===== src/rtl/cp0_exc_ctrl.sv =====
// ============================================================================
// Module  : cp0_exc_ctrl
// Brief   : CP0 exception/interrupt controller (SR, Cause, EPC, PRId) at M stage
// Revision: 1.0 - initial release
// ============================================================================
`default_nettype none

module cp0_exc_ctrl #(
    parameter logic [31:0] PRID_VAL = 32'h2023_0707
) (
    input  logic        clk,
    input  logic        reset,
    input  logic [4:0]  A1,
    input  logic [4:0]  A2,
    input  logic [31:0] Din,
    input  logic        WE,
    input  logic [31:0] VPC,
    input  logic        BDIn,
    input  logic [4:0]  ExcCodeIn,
    input  logic [5:0]  HWInt,
    input  logic        EXLClr,
    output logic        Req,
    output logic [31:0] CP0Out,
    output logic [31:0] EPCOut
);

    localparam logic [4:0] c_REG_SR    = 5'd12;
    localparam logic [4:0] c_REG_CAUSE = 5'd13;
    localparam logic [4:0] c_REG_EPC   = 5'd14;
    localparam logic [4:0] c_REG_PRID  = 5'd15;

    logic [5:0]  im_q, im_d;
    logic        exl_q, exl_d;
    logic        ie_q, ie_d;
    logic        bd_q, bd_d;
    logic [5:0]  ip_q, ip_d;
    logic [4:0]  exccode_q, exccode_d;
    logic [29:0] epc_q, epc_d;

    logic        w_int_req;
    logic        w_exc_req;
    logic        w_req;
    logic [29:0] w_victim_word;
    logic        unused_vpc;

    assign w_int_req = (|(HWInt & im_q)) & ie_q & ~exl_q;
    assign w_exc_req = (ExcCodeIn != 5'd0) & ~exl_q;
    // Reset gates the request so a mid-handler reset never redirects the PC.
    assign w_req     = (w_int_req | w_exc_req) & ~reset;
    assign Req       = w_req;

    // Word address of the victim; a delay-slot victim restarts at its branch.
    assign w_victim_word = VPC[31:2] - (BDIn ? 30'd1 : 30'd0);
    assign unused_vpc    = ^VPC[1:0];

    always_comb begin
        im_d      = im_q;
        exl_d     = exl_q;
        ie_d      = ie_q;
        bd_d      = bd_q;
        ip_d      = HWInt;
        exccode_d = exccode_q;
        epc_d     = epc_q;
        if (w_req) begin
            exl_d     = 1'b1;
            exccode_d = w_int_req ? 5'd0 : ExcCodeIn;
            bd_d      = BDIn;
            epc_d     = w_victim_word;
        end else begin
            if (WE && (A2 == c_REG_SR)) begin
                im_d  = Din[15:10];
                exl_d = Din[1];
                ie_d  = Din[0];
            end
            if (WE && (A2 == c_REG_EPC)) begin
                epc_d = Din[31:2];
            end
            if (EXLClr) begin
                exl_d = 1'b0;
            end
        end
    end

    always_ff @(posedge clk) begin
        if (reset) begin
            im_q      <= 6'd0;
            exl_q     <= 1'b0;
            ie_q      <= 1'b0;
            bd_q      <= 1'b0;
            ip_q      <= 6'd0;
            exccode_q <= 5'd0;
            epc_q     <= 30'd0;
        end else begin
            im_q      <= im_d;
            exl_q     <= exl_d;
            ie_q      <= ie_d;
            bd_q      <= bd_d;
            ip_q      <= ip_d;
            exccode_q <= exccode_d;
            epc_q     <= epc_d;
        end
    end

    always_comb begin
        CP0Out = 32'd0;
        case (A1)
            c_REG_SR:    CP0Out = {16'd0, im_q, 8'd0, exl_q, ie_q};
            c_REG_CAUSE: CP0Out = {bd_q, 15'd0, ip_q, 3'd0, exccode_q, 2'b00};
            c_REG_EPC:   CP0Out = {epc_q, 2'b00};
            c_REG_PRID:  CP0Out = PRID_VAL;
            default:     CP0Out = 32'd0;
        endcase
    end

    assign EPCOut = {epc_q, 2'b00};

endmodule

`default_nettype wire


===== config.mk =====
export PLATFORM = sky130hd
export DESIGN_NAME = cp0_exc_ctrl
export DESIGN_NICKNAME = d
export VERILOG_FILES = /design/src/rtl/cp0_exc_ctrl.sv
export SDC_FILE = /design/constraint.sdc
export NUM_CORES = 1
export LEC_CHECK = 0
export BUFFER_PORTS_ARGS = -buffer_cell sky130_fd_sc_hd__buf_4
export CORE_MARGIN = 10
export CORE_UTILIZATION = 40
export CTS_CLUSTER_DIAMETER = 100
export DETAILED_ROUTE_END_ITERATION = 10
export PLACE_DENSITY = 0.7
export SLEW_MARGIN = 20
export SYNTH_ARGS = -nofsm -noshare
export SYNTH_HDL_FRONTEND = slang
export SYNTH_SLANG_ARGS = --single-unit

===== constraint.sdc =====
create_clock -name clk -period 5.12 [get_ports clk]
set_input_delay 1.024 -clock clk [delete_from_list [all_inputs] [get_ports clk]]
set_output_delay 1.024 -clock clk [all_outputs]
set_load 0.02 [all_outputs]

==> impl_metrics.csv <==
group,metric,value,unit
setup_path,crit_fanout,16,
power,peakVddDrop,0.105,mV
sta,setup_viol,0,
yosys,syn-cell-area,3450,µm²
floorplan,start_util,0.416,
worst_hold_path,min_path_cells,2,
setup_path,reg2reg_from,"im_q[3]$_SDFFE_PP0P_",
yosys,synth-edff-count,0,
sta,max_freq,255,MHz
sta,drv_slew,0,
sta,timing.final.crit_share,0.767,
worst_hold_path,hp-start,"bd_q$_SDFFE_PP0P_",
sta,hold_viol_final,0,
floorplan,core_area,8300,µm²
cts,clk_latency,300,ps
power,p_leak,1.83,nW
place,hpwl,10300,µm
yosys,yosysWarnings,0,
floorplan,die-height,113,µm
cts,post_cts_buffers,0,
setup_path,cp.arrival,2900,ps
setup_path,r2r_cells,4,
yosys,synth_top_area_share,0.290,
grt,overflow,0,
setup_path,setup.worst_path.class,"in -> out",
floorplan,num_rows,33,
layout,antenna_cells,0,
sta,finalSetupTns,0,ps
floorplan,die_width,113,µm
sta,finalCriticalPeriod,3920,ps
run_status,outcome,"finished clean",
sta,worst_pin_slew,912,ps
cts,tritoncts,"yes",
layout,syn2layout_area_growth,35.8,%
drt,route.detailed.drc,0,
place,dp_slack,1190,ps
cts,ctsResizeCount,0,
power,p_total,0.000965,W
place,gp_congestion,0.841,
sta,worst_slack,1200,ps
grt,grt_max_degree,59,
grt,grt_first_pass_wirelength,20600,µm
sta,rsz0062_at_grt,"no",
yosys,syn-mean-instance-area,8.05,µm²
sta,slew-limit-headroom,0.389,
drt,vias,3940,
grt,antenna_found_initial,0,
yosys,synth.most_common_cell,"dfxtp_1",
yosys,postSynth.asyncResetShare,0,
yosys,ys_dominant_reg_cell,"dfxtp_1",
cts,numCtsBuffers,5,
worst_hold_path,min_to,"bd_q$_SDFFE_PP0P_",
cts,htreeDepth,2,
worst_hold_path,hold_path.class,"reg -> reg",
drt,wire_per_inst,20.1,µm
drt,viasPerCell,6.00,
sta,fin_skew,2.97,ps
grt,track_usage,0.194,
yosys,synthCells,429,
yosys,ys_seq_area_frac,0.290,
yosys,synth.distinct_cells,52,
yosys,synth_area_leaders,"dfxtp_1, mux2i_1, o31ai_1",
floorplan,dieArea,12700,µm²
yosys,ys_top_cells_by_count,"dfxtp_1, nor2_1, clkbuf_1",
sta,hold_ws,473,ps
setup_path,endpoint_kind,"output port",
cts,hold_buffers,0,
cts,clk_pin_slew,90,ps
floorplan,pin_count,155,
drt,dr.pass1.iters,5,
grt,grt_pass1_vias,3744,
layout,layout-drive-gt1-share,0.313,
job,drv_cap,0,
cts,root_buffer,"clkbuf_8",
yosys,synth_top_cell_by_area,"dfxtp_1",
setup_path,worst_r2r_endpoint,"epc_q[8]$_SDFFE_PP0P_",
yosys,ys_ff_latch,50,
layout,finish.net_count,643,
cts,cts_sinks,50,
place,port_buffers,150,
setup_path,r2r_slack,2800,ps
drt,ant_nets,0,
drt,wirelength,13200,µm
setup_path,crit_required,4100,ps
drt,drt_iter0_markers,328,
power,power_per_cell_area,206,nW/µm²
cts,cts_buffer_depth,2,
setup_path,startpoint_type,"input pin",
[per-layer routing]
layer	GRT usage	wire, µm	vias up
li1	-	-	1913
met5	0	0	-
met3	0.0386	909	14
met2	0.336	6640	158
met4	0.0406	159	0
met1	0.243	5510	1855
[per-stage QoR]
stage	utilization	std cells	instance area [µm²]
2_1_floorplan	-	430	3460
3_3_place_gp	0.554	649	4600
3_5_place_dp	0.554	649	4600
4_1_cts	0.565	657	4690
5_1_grt	0.565	657	4690
6_report	0.565	657	4690
[worst max path at each step]
| stage | from | depth (start not counted) | slack [ps] | to |
|---|---|---|---|---|
| after floorplan | HWInt[0] | 5 | 1560 | Req |
| final | A1[4] | 5 | 1200 | CP0Out[27] |
| after CTS | A1[4] | 5 | 1200 | CP0Out[27] |
| after global placement | A1[4] | 5 | 1180 | CP0Out[7] |
| after detailed placement | A1[4] | 5 | 1190 | CP0Out[27] |
| after global routing | A1[4] | 5 | 1010 | CP0Out[18] |
[power breakdown]
part | internal (W) | switching (W) | leakage [nW] | total [W]
Clock | 0.000109 | 0.000127 | 0.0482 | 0.000237
Combinational | 0.000130 | 0.000155 | 1.37 | 0.000285
Sequential | 0.000418 | 0.0000253 | 0.414 | 0.000443
[layout by cell type, fill, tap and decap left out, types with 10 or more instances in the layout]
cell type | netlist | layout
buf_4 | 2 | 156
dfxtp_1 | 50 | 50
nor2_1 | 36 | 36
o31ai_1 | 26 | 26
mux2i_1 | 23 | 23
a211oi_1 | 20 | 20
a21oi_1 | 18 | 18
nand4_1 | 18 | 18
or4_1 | 15 | 15
nand2b_1 | 15 | 15
a31oi_1 | 15 | 15
nand3_1 | 14 | 14
a41o_1 | 14 | 14
and2_1 | 12 | 12
nand2_1 | 11 | 11
nor2b_1 | 10 | 10
or3_1 | 10 | 10
[final cells by class]
class	instances	area (µm²)
multi-input combinational	331	2270
sequential	50	1000
fill	795	3610
clock buffer	7	86.3
timing repair buffer	156	1170
inverter	7	26.3
clock inverter	1	5.00
tap	105	131
[registers in the layout, indices dropped and copies added (netlist names)]
name and cells:
epc_q 30, im_q 6, ip_q 6, exccode_q 5, bd_q 1, exl_q 1, ie_q 1
[critical path, stage by stage]
cell and delay, ps:
buf_4 100, nand3b_1 530, nor2_1 850, and2_1 240, buf_4 140
[cell families (layout without fill, tap and decap cells)]
group | after synthesis | count (layout) | synth area share
XOR/XNOR | 6 | 6 | 0.0152
buffers and inverters | 49 | 171 | 0.0572
adder cells (fa/ha/maj) | 2 | 2 | 0.00725
flip-flops | 50 | 50 | 0.290
multiplexers | 23 | 23 | 0.0667
AND/OR/NAND/NOR | 165 | 165 | 0.276
AO/OA/AOI/OAI | 133 | 133 | 0.287
other | 1 | 2 | 0.00109
No activity file was read; power rests on OpenSTA's default activity.
